$ cat config.mk
export PLATFORM = sky130hd
export DESIGN_NAME = sw_debounce_flat
export DESIGN_NICKNAME = d
export VERILOG_FILES = /design/src/rtl/sw_debounce_if.sv /design/src/rtl/sw_debounce.sv /design/src/flat_wrapper.sv
export SDC_FILE = /design/constraint.sdc
export NUM_CORES = 1
export LEC_CHECK = 0
export BUFFER_PORTS_ARGS = -buffer_cell sky130_fd_sc_hd__buf_2
export CAP_MARGIN = 30
export CORE_MARGIN = 2
export CORE_UTILIZATION = 57
export CTS_BUF_LIST = sky130_fd_sc_hd__clkbuf_2 sky130_fd_sc_hd__clkbuf_4 sky130_fd_sc_hd__clkbuf_8
export DETAILED_ROUTE_END_ITERATION = 10
export PLACE_DENSITY = 0.85
export SLEW_MARGIN = 20
export SYNTH_ARGS = -nofsm -noshare
export SYNTH_HDL_FRONTEND = slang
export SYNTH_SLANG_ARGS = --single-unit
$ cat constraint.sdc
create_clock -name clk -period 4.1 [get_ports clk]
set_clock_uncertainty 0.1 [all_clocks]
set_input_delay 0.82 -clock clk [delete_from_list [all_inputs] [get_ports clk]]
set_output_delay 0.82 -clock clk [all_outputs]
set_load 0.05 [all_outputs]
$ cat src/rtl/sw_debounce_if.sv
// sw_debounce_if: raw switch input and conditioned outputs of sw_debounce.
interface sw_debounce_if #(parameter int WIDTH = 8);
  logic [WIDTH-1:0] sw;
  logic [WIDTH-1:0] sw_db;
  logic [WIDTH-1:0] rise;
  logic [WIDTH-1:0] fall;
  logic             settled;
  modport master (output sw, input sw_db, rise, fall, settled);
  modport slave (input sw, output sw_db, rise, fall, settled);
endinterface

$ cat src/rtl/sw_debounce.sv
// sw_debounce: per-bit 2-flop sync plus stability-count debounce; rise/fall pulses under SW_DEBOUNCE_EDGE_EN.
module sw_debounce #(
  parameter int WIDTH   = 8,
  parameter int CNT_MAX = 1000000,
  parameter int CNT_W   = 20
) (
  input  logic          clk,
  input  logic          rst,
  sw_debounce_if.slave  bus
);
  logic [WIDTH-1:0]            s1, s2, db_q, db_d;
  logic [WIDTH-1:0][CNT_W-1:0] cnt_q, cnt_d;
  logic                        settled_q, settled_d;
  always_comb begin
    db_d = db_q;
    cnt_d = '0;
    for (int i = 0; i < WIDTH; i++) begin
      if (s2[i] != db_q[i]) begin
        if (cnt_q[i] == CNT_W'(CNT_MAX - 1)) db_d[i] = s2[i];
        else cnt_d[i] = cnt_q[i] + CNT_W'(1);
      end
    end
    // s1 becomes s2 on this edge, so it is the synced input seen after the edge
    settled_d = (cnt_d == '0) && (s1 == db_d);
  end
  always_ff @(posedge clk) begin
    if (rst) begin
      s1 <= '0;
      s2 <= '0;
      db_q <= '0;
      cnt_q <= '0;
      settled_q <= 1'b1;
    end else begin
      s1 <= bus.sw;
      s2 <= s1;
      db_q <= db_d;
      cnt_q <= cnt_d;
      settled_q <= settled_d;
    end
  end
  assign bus.sw_db = db_q;
  assign bus.settled = settled_q;
`ifdef SW_DEBOUNCE_EDGE_EN
  logic [WIDTH-1:0] rise_q, fall_q;
  always_ff @(posedge clk) begin
    if (rst) begin
      rise_q <= '0;
      fall_q <= '0;
    end else begin
      rise_q <= db_d & ~db_q;
      fall_q <= ~db_d & db_q;
    end
  end
  assign bus.rise = rise_q;
  assign bus.fall = fall_q;
`else
  assign bus.rise = '0;
  assign bus.fall = '0;
`endif
endmodule

$ cat src/flat_wrapper.sv
// flat-port wrapper written by rule: the top's interface ports become plain ports
module sw_debounce_flat 
#(
  parameter int WIDTH   = 8,
  parameter int CNT_MAX = 1000000,
  parameter int CNT_W   = 20
)
  (clk, rst, bus_sw, bus_sw_db, bus_rise, bus_fall, bus_settled);
  sw_debounce_if #(.WIDTH(WIDTH)) bus_i ();
  input  logic clk;
  input  logic rst;
  input wire logic [$bits(bus_i.sw)-1:0] bus_sw;
  output wire logic [$bits(bus_i.sw_db)-1:0] bus_sw_db;
  output wire logic [$bits(bus_i.rise)-1:0] bus_rise;
  output wire logic [$bits(bus_i.fall)-1:0] bus_fall;
  output wire logic [$bits(bus_i.settled)-1:0] bus_settled;
  assign bus_i.sw = bus_sw;
  assign bus_sw_db = bus_i.sw_db;
  assign bus_rise = bus_i.rise;
  assign bus_fall = bus_i.fall;
  assign bus_settled = bus_i.settled;
  sw_debounce #(.WIDTH(WIDTH), .CNT_MAX(CNT_MAX), .CNT_W(CNT_W)) u_core (.clk(clk), .rst(rst), .bus(bus_i));
endmodule
==> impl_metrics.json, run 1 <==
{
  "cts_tree": "yes",
  "outcome": "finished, final reports clean",
  "drc": 0,
  "die_w_um": 136,
  "grt_pass1_vias": 7674,
  "fin_tns_setup_ps": 0,
  "cap_viol_max_count": 0,
  "avgSynthCellArea_um2": 8.20,
  "async_flop_share": 0,
  "startpoint_type": "flip-flop",
  "grt_pass1_wl_mm": 36.8,
  "synthCells": 1216,
  "synth_edf_count": 0,
  "min_period_ps": 3190,
  "routed_wl_mm": 22.6,
  "fill_cells": 1471,
  "required_ps": 4430,
  "drtIter0Drc": 700,
  "ys_seq_area_frac": 0.371,
  "nets": 1229,
  "power_leakage_uw": 0.00342,
  "crit_type": "flip-flop to flip-flop",
  "antenna_found_initial": 0,
  "reg2regPathDepth": 8,
  "finalSetupViolations": 0,
  "fin_util": 0.617,
  "core_um2": 17200,
  "via_count": 8502,
  "clockRootBuffer": "clkbuf_8",
  "max_freq_ghz": 0.314,
  "track_usage": 0.249,
  "clockBufferDepth": 2,
  "grt_max_degree": 36,
  "ys_ff_latch": 185,
  "io_buffer_count": 18,
  "whs_path_depth": 1,
  "h-tree-depth": 4,
  "wl_per_cell_um": 15.6,
  "gr-total-overflow": 0,
  "ys_types": 74,
  "cts_resized": 0,
  "end_kind": "flip-flop",
  "powerDensity_nw_per_um2": 314,
  "synth_ff_type": "dfxtp_1",
  "ys.warnings.count": 0,
  "dr.pass1.iters": 5,
  "reg2reg_from": "u_core.cnt_q[5]",
  "io_pins": 35,
  "cts_setup_buffers": 0,
  "area_delta_synth_final_pct": 6.16,
  "cts_buffers": 17,
  "hold_class": "flip-flop to flip-flop",
  "critPathArrivalTime_ps": 3520,
  "dp_hpwl_mm": 16.6,
  "slew_violations": 0,
  "cts_hold_buf": 0,
  "num_antenna_cells": 0,
  "regToRegSetupSlack_ps": 910,
  "gp_congestion": 0.946,
  "clkTransAtPathRegs_ps": 100,
  "numClockSinks": 185,
  "fp.dieH_um": 136,
  "design.die.area_um2": 18600,
  "min_to": "u_core.cnt_q[120]",
  "ir_worst_vdd_mv": 0.229,
  "critPathLaunch": "u_core.cnt_q[5]",
  "clk_latency_ps": 480,
  "rows": 48,
  "drive_gt1_frac": 0.0760,
  "crit_fanout": 7,
  "drt.antenna.violating_nets": 0,
  "rsz0062_at_grt": "no",
  "syn_area_um2": 9980,
  "start_util": 0.581,
  "hold_start": "u_core.cnt_q[120]",
  "vias_per_cell": 5.87,
  "worstMarginPinSlew_ps": 721,
  "min_period_over_period": 0.778,
  "hold_viol_final": 0,
  "relSlewSlack": 0.514,
  "timing.rr.end": "u_core.bus.settled"
}
[synthesized netlist by cell type (4+ instances only)]
cell / instances / area (µm²)
nand4_1: 38 / 238
xnor2_1: 93 / 815
and3_1: 24 / 150
nand2b_1: 7 / 43.8
a21o_1: 6 / 45.0
buf_4: 16 / 120
a21oi_1: 22 / 110
nor2_1: 191 / 717
o21a_1: 11 / 82.6
or4_1: 5 / 37.5
a31oi_1: 7 / 43.8
mux2i_1: 14 / 140
nor4b_1: 8 / 70.1
ha_1: 8 / 100
nand2_1: 88 / 330
o2111ai_1: 5 / 43.8
or3_1: 18 / 113
o21ba_2: 6 / 60.1
o21ai_0: 21 / 105
buf_2: 7 / 35.0
and2_1: 7 / 43.8
or4b_1: 5 / 50.1
nand3_1: 68 / 340
nor3_1: 47 / 235
nor3b_1: 4 / 30.0
or2_2: 14 / 87.6
nand4b_1: 7 / 61.3
nor2b_1: 26 / 163
nor4_1: 21 / 131
a211oi_1: 9 / 67.6
o22ai_1: 6 / 37.5
and4_1: 9 / 78.8
xor2_1: 73 / 639
inv_1: 31 / 116
clkbuf_1: 38 / 143
dfxtp_1: 185 / 3700
[metrics by stage]
stage	setup slack (ps)	instance area [µm²]	hold slack (ps)	instances	total power (µW)
2_1_floorplan	1170	10000	333	1231	1960
3_3_place_gp	1020	10100	350	1417	1970
3_5_place_dp	1010	10100	356	1417	1970
4_1_cts	973	10600	378	1449	3330
5_1_grt	708	10600	398	1449	3420
6_report	912	10600	377	1449	3320
[logic make-up after synthesis]
group,after synthesis,synth area share
AOI/OAI and AO/OA,138,0.0992
xor gates and xnor gates,166,0.146
buffers and inverters,94,0.0438
DFF,185,0.371
and+or+nand+nor,605,0.310
other,1,0.000376
adders and majority gates,8,0.0100
muxes,19,0.0197
[critical path: stages (launching register included)]
cell	delay, ps
dfxtp_1	430
nand4_1	280
nor3_1	660
nor3b_1	490
mux2_2	390
o21ai_0	140
nand4_1	130
nor4b_2	330
a41o_1	190
[power by group]
part	leakage, µW	switching [µW]	total (µW)	internal [µW]
Clock	0.000221	709	1390	679
Sequential	0.00149	10.6	1820	1810
Combinational	0.00170	85.0	116	30.6
[state kept, by name, indices dropped and copies added, names as in the netlist]
name / count
u_core.s2: 8
u_core.bus.sw_db: 8
u_core.s1: 8
u_core.bus.settled: 1
u_core.cnt_q: 160
[layout by cell type (no fill, tap or decap), drive strengths merged, types with 4 or more instances in the layout]
| cell | n |
|---|---|
| nor2 | 193 |
| dfxtp | 185 |
| xnor2 | 93 |
| nand2 | 88 |
| xor2 | 73 |
| nand3 | 68 |
| nor3 | 47 |
| nand4 | 38 |
| inv | 36 |
| nor2b | 26 |
| o21ai | 26 |
| and3 | 24 |
| buf | 24 |
| a21oi | 23 |
| nor4 | 23 |
| or3 | 18 |
| clkbuf | 17 |
| or2 | 17 |
| conb | 16 |
| mux2i | 14 |
| o21a | 11 |
| and4 | 9 |
| a211oi | 9 |
| nor4b | 9 |
| ha | 8 |
| nand4b | 7 |
| nand2b | 7 |
| and2 | 7 |
| a31oi | 7 |
| or4 | 7 |
| o21ba | 6 |
| a21o | 6 |
| o22ai | 6 |
| or4b | 5 |
| o2111ai | 5 |
| mux2 | 5 |
| nor3b | 4 |
| bufinv | 4 |
| clkinv | 4 |
[worst max path at each step]
stage	slack, ps	endpoint	depth (start not counted)
finish	910	u_core.bus.settled	8
global route	710	u_core.bus.settled	8
CTS	970	u_core.bus.settled	8
detailed placement	1010	u_core.bus.settled	8
global placement	1020	u_core.bus.settled	8
floorplan	1170	u_core.bus.settled	9
[per-layer routing]
metal | track usage | vias up | part of all wire | wire, µm
met2 | 0.405 | 223 | 0.47 | 10700
met3 | 0.0455 | 31 | 0.055 | 1250
met1 | 0.331 | 4036 | 0.45 | 10200
li1 | - | 4212 | - | -
met4 | 0.0880 | 0 | 0.021 | 473
met5 | 0 | - | 0 | 0
[cell type report]
| cell class | count | area (µm²) | share of cell area |
|---|---|---|---|
| Clock inverter | 15 | 215 | 0.0203 |
| Timing Repair Buffer | 24 | 148 | 0.0139 |
| Sequential cell | 185 | 3700 | 0.350 |
| Tap cell | 225 | 282 | 0.0266 |
| Clock buffer | 17 | 234 | 0.0221 |
| Multi-Input combinational cell | 952 | 5890 | 0.556 |
| Inverter | 31 | 116 | 0.0110 |
(Power assumes the default switching activity.)
==> run 2: changes to the inputs <==
==> constraint.sdc (replaced) <==
create_clock -name clk -period 3 [get_ports clk]
set_clock_uncertainty 0.1 [all_clocks]
set_input_delay 0.6 -clock clk [delete_from_list [all_inputs] [get_ports clk]]
set_output_delay 0.6 -clock clk [all_outputs]
set_load 0.05 [all_outputs]
==> run 2 against run 1 <==
Via count is 3.9% higher. First-iteration DRC count up 6.3%. Wire length rose by 4.0%. Clock-buffer cell count stayed put. Clock power increased by 17%. Flip-flop and latch count unchanged. Sequential power rose by 36%. Die area did not move.
==> impl_metrics.json, run 2 (synthesis results as in run 1) <==
{
  "clk_latency_ps": 470,
  "p_int_uw": 3190,
  "io_buffer_count": 18,
  "antenna_found_initial": 0,
  "relSlewSlack": 0.565,
  "min_period_ps": 2960,
  "grt_pass1_wl_mm": 38.7,
  "timing.final.ws_setup_ps": 40.8,
  "outcome": "finished, final reports clean",
  "fill_cells": 1457,
  "fin_tns_setup_ps": 0,
  "grt_max_degree": 32,
  "wl_per_cell_um": 15.7,
  "pwr-share-comb": 0.039,
  "path_cells": "or4b_4, or4_4, buf_4, o21a_4, nand2_2, o21ai_1, or4_1, nor4_2, a41o_1",
  "startpoint_type": "flip-flop",
  "slew_violations": 0,
  "drive_gt1_frac": 0.123,
  "cts_buffers": 17,
  "num_antenna_cells": 0,
  "crit_slowest_cell": "or4_4",
  "final_common_cell": "nor2_1",
  "reg2regPathDepth": 9,
  "numClockSinks": 185,
  "drtIter0Drc": 744,
  "worst-path-buf-inv": 1,
  "clockPowerShare": 0.379,
  "ir_worst_vdd_mv": 0.391,
  "powerDensity_nw_per_um2": 389,
  "die_w_um": 136,
  "track_usage": 0.257,
  "p_sw_frac": 0.253,
  "clockBufferDepth": 2,
  "largest_reg_flops": 160,
  "vias_per_cell": 5.88,
  "critPathMaxStageDelay_ps": 550,
  "area_delta_synth_final_pct": 10.0,
  "clkTransAtPathRegs_ps": 110,
  "regMostFlops": "u_core.cnt_q",
  "hold_class": "input port to flip-flop",
  "whs_path_depth": 2,
  "ff_latch_area_um2": 3710,
  "grt_pass1_vias": 8230,
  "start_util": 0.581,
  "nets": 1281,
  "rsz0062_at_grt": "yes",
  "place_ws_ps": -27.3,
  "gp_congestion": 0.936,
  "h-tree-depth": 4,
  "end_kind": "flip-flop",
  "io_pins": 35,
  "crit_fanout": 5,
  "min_period_over_period": 0.986,
  "design.die.area_um2": 18600,
  "drc": 0,
  "drt.antenna.violating_nets": 0,
  "max_freq_ghz": 0.338,
  "via_count": 8830,
  "dr.pass1.iters": 6,
  "cts_tree": "yes",
  "rows": 48,
  "most-common-layout-cells": "191 x nor2_1, 183 x dfxtp_1, 93 x xnor2_1",
  "gr-total-overflow": 0,
  "dp_hpwl_mm": 17.5,
  "crit_type": "flip-flop to flip-flop",
  "fp.dieH_um": 136,
  "power_leakage_uw": 0.00367,
  "critPathArrivalTime_ps": 3290,
  "core_um2": 17200,
  "critical_path.top_delay_family": "simple AND/OR/NAND/NOR gates",
  "finalSetupViolations": 0,
  "sequentialPowerShare": 0.582,
  "routed_wl_mm": 23.5,
  "multiInputGateArea_um2": 5980,
  "hold_viol_final": 0,
  "whs_ps": 234,
  "required_ps": 3330,
  "clockRootBuffer": "clkbuf_8",
  "switchingPower_uw": 1080,
  "worstMarginPinSlew_ps": 652,
  "cap_viol_max_count": 0,
  "cp_num_cells": 9
}
==> run 2: cell types whose count changed in the layout (fill, tap and decap cells not counted), sizes merged <==
cell	change
inv	+1
buf	+52
clkinvlp	+2
bufinv	-3
==> run 2: final timing paths <==
check / startpoint / to / slack (ps)
setup / recovery: u_core.cnt_q[133] / u_core.bus.settled / 40
hold / removal: bus_sw[2] / u_core.s1[2] / 230
setup reg to reg: u_core.cnt_q[133] / u_core.bus.settled / 40
hold reg to reg: u_core.cnt_q[40] / u_core.cnt_q[40] / 380
==> run 2: stage by stage <==
| stage | total power (µW) | std cells | util | area [µm²] |
|---|---|---|---|---|
| 2_1_floorplan | 2670 | 1231 | - | 10000 |
| 3_3_place_gp | 2700 | 1467 | 0.612 | 10500 |
| 3_5_place_dp | 2700 | 1467 | 0.612 | 10500 |
| 4_1_cts | 4290 | 1499 | 0.634 | 10900 |
| 5_1_grt | 4390 | 1501 | 0.639 | 11000 |
| 6_report | 4270 | 1501 | 0.639 | 11000 |
==> run 2: cell type report <==
class,count,area share
Sequential cell,185,0.338
Multi-Input combinational cell,952,0.544
Timing Repair Buffer,76,0.0479
Inverter,31,0.0106
Tap cell,225,0.0256
Clock buffer,17,0.0213
Clock inverter,15,0.0127
==> run 2: power by group through the flow <==
| stage | clock [µW] | sequential, µW | combinational [µW] |
|---|---|---|---|
| after floorplan | 0 | 2540 | 135 |
| after global placement | 0 | 2540 | 157 |
| after detailed placement | 0 | 2540 | 161 |
| after CTS | 1640 | 2480 | 161 |
| after global routing | 1730 | 2480 | 178 |
| final | 1620 | 2480 | 166 |
==> run 2: what timing repair did <==
action / 4_1_cts / 5_1_grt
buffers inserted: 0 / 2
hold buffers: 0 / 0
resized for setup: 3 / 14
pin swaps: 0 / 4
setup endpoints to repair: 1 / 1
==> run 2: metal layers <==
metal,GRT usage,routed length [µm],part of all wire
met2,0.446,11400,0.48
met3,0.0544,1340,0.057
met1,0.323,10300,0.44
met5,0,0,0
met4,0.0706,502,0.021
==> run 2: worst register-to-register path: cells and delay by family (launching register included) <==
family / cells / cell delay [ps]
AOI/OAI and AO/OA: 3 / 500
buffers and inverters: 1 / 170
DFF: 1 / 330
and+or+nand+nor: 5 / 1810
==> run 3: changes to the inputs <==
--- a/config.mk
+++ b/config.mk
@@ -11,7 +11,7 @@
 export CORE_UTILIZATION = 57
 export CTS_BUF_LIST = sky130_fd_sc_hd__clkbuf_2 sky130_fd_sc_hd__clkbuf_4 sky130_fd_sc_hd__clkbuf_8
 export DETAILED_ROUTE_END_ITERATION = 10
-export PLACE_DENSITY = 0.85
+export PLACE_DENSITY = 0.88
 export SLEW_MARGIN = 20
 export SYNTH_ARGS = -nofsm -noshare
 export SYNTH_HDL_FRONTEND = slang
==> constraint.sdc (replaced) <==
create_clock -name clk -period 2.7 [get_ports clk]
set_clock_uncertainty 0.1 [all_clocks]
set_input_delay 0.54 -clock clk [delete_from_list [all_inputs] [get_ports clk]]
set_output_delay 0.54 -clock clk [all_outputs]
set_load 0.05 [all_outputs]
==> run 3 against run 2 <==
The flow now finishes with violations (setup timing). Clock power up 20%. Register-to-register slack worse by 170 ps. Global-route usage up 2.6 points. Worst hold slack worse by 68 ps. Critical path type unchanged.
==> impl_metrics.json, run 3 (synthesis results as in run 1) <==
{
  "outcome": "finished, violations left",
  "violations": "setup timing",
  "final_cells": 1585,
  "power_leakage_uw": 0.00410,
  "finalSetupViolations": 1,
  "rows": 48,
  "io_pins": 35,
  "crit_slowest_cell": "or4_4",
  "rsz0062_at_grt": "yes",
  "grt_pass1_vias": 8761,
  "critPathArrivalTime_ps": 3150,
  "clkTransAtPathRegs_ps": 100,
  "h-tree-depth": 4,
  "io_buffer_count": 18,
  "relSlewSlack": 0.587,
  "startpoint_type": "flip-flop",
  "path_cells": "or4b_1, or4_4, a21oi_2, o32ai_1, a221oi_1, nand4_1, nor4b_2, a41o_1",
  "numClockSinks": 185,
  "vias_per_cell": 5.87,
  "timing.final.ws_setup_ps": -127,
  "core_um2": 17200,
  "fp.dieH_um": 136,
  "whs_ps": 166,
  "place_ws_ps": -124,
  "gr-total-overflow": 0,
  "cts_buffers": 17,
  "dr.pass1.iters": 7,
  "dp_hpwl_mm": 18.9,
  "most-common-layout-cells": "190 x nor2_1, 185 x dfxtp_1, 142 x buf_4",
  "drt.antenna.violating_nets": 0,
  "nets": 1365,
  "cts_setup_buffers": 0,
  "gp_congestion": 0.947,
  "start_util": 0.581,
  "drtIter0Drc": 816,
  "clockRootBuffer": "clkbuf_8",
  "multiInputGateArea_um2": 5940,
  "track_usage": 0.283,
  "largest_reg_flops": 160,
  "critPathMaxStageDelay_ps": 590,
  "placedCellCount": 1553,
  "design.die.area_um2": 18600,
  "slew_violations": 0,
  "crit_type": "flip-flop to flip-flop",
  "max_freq_ghz": 0.354,
  "hold_viol_final": 0,
  "wl_per_cell_um": 16.0,
  "drc": 0,
  "via_count": 9302,
  "ir_worst_vdd_mv": 0.336,
  "clockBufferDepth": 2,
  "area_delta_synth_final_pct": 16.3,
  "fill_cells": 1285,
  "min_period_over_period": 1.05,
  "min_period_ps": 2830,
  "worstMarginPinSlew_ps": 615,
  "powerDensity_nw_per_um2": 423,
  "drive_gt1_frac": 0.172,
  "cap_viol_max_count": 0,
  "grt_max_degree": 19,
  "grt_pass1_wl_mm": 41.9,
  "regToRegSetupSlack_ps": -130,
  "required_ps": 3020,
  "num_antenna_cells": 0,
  "fin_util": 0.676,
  "final_common_cell": "nor2_1",
  "cts_tree": "yes",
  "routed_wl_mm": 25.3,
  "die_w_um": 136,
  "crit_fanout": 5,
  "hold_class": "input port to flip-flop",
  "regMostFlops": "u_core.cnt_q",
  "clk_latency_ps": 480,
  "ff_latch_area_um2": 3700,
  "antenna_found_initial": 0,
  "end_kind": "flip-flop",
  "p_total_uw": 4910
}
## run 3: per-layer routing
metal	vias to the layer above	GRT usage	part of all wire
met5	-	0	0
met4	0	0.133	0.042
met3	81	0.0619	0.059
met2	309	0.463	0.47
met1	4430	0.355	0.43
li1	4482	-	-
## run 3: power breakdown
part / total, µW / switching, µW / internal [µW]
clock: 1950 / 1030 / 917
sequential: 2760 / 15.4 / 2740
combinational: 199 / 139 / 59.5
total: 4910 / 1190 / 3720
## run 3: what timing repair did
item / in CTS / in global routing
hold endpoints to repair: 0 / 0
setup endpoints to repair: 1 / 1
hold buffers: 0 / 0
pin swaps: 2 / 0
resized for setup: 1 / 3
## run 3: stage by stage
step / cell area [µm²] / setup TNS, ps
6_report: 11600 / -127
5_1_grt: 11600 / -199
4_1_cts: 11600 / -116
3_5_place_dp: 11200 / -124
3_3_place_gp: 11200 / -102
2_1_floorplan: 10100 / -31.9
## run 3: final timing paths
kind | startpoint | to | depth (start not counted)
max | u_core.cnt_q[73] | u_core.bus.settled | 8
min reg2reg | u_core.s1[4] | u_core.s2[4] | 1
min | bus_sw[4] | u_core.s1[4] | 2
max reg2reg | u_core.cnt_q[73] | u_core.bus.settled | 8
## run 3: final cells by class
| class | instances | share of cell area |
|---|---|---|
| clock buffer | 17 | 0.0202 |
| tap | 225 | 0.0243 |
| multi-input combinational | 952 | 0.512 |
| sequential | 185 | 0.319 |
| clock inverter | 15 | 0.0152 |
| inverter | 31 | 0.0100 |
| timing repair buffer | 160 | 0.0996 |
## run 3: worst max-delay path, delay by kind of cell, from the launching register on
family / cells / cell delay [ps]
AND/OR/NAND/NOR: 4 / 1570
flip-flops: 1 / 330
AO/OA/AOI/OAI: 4 / 780
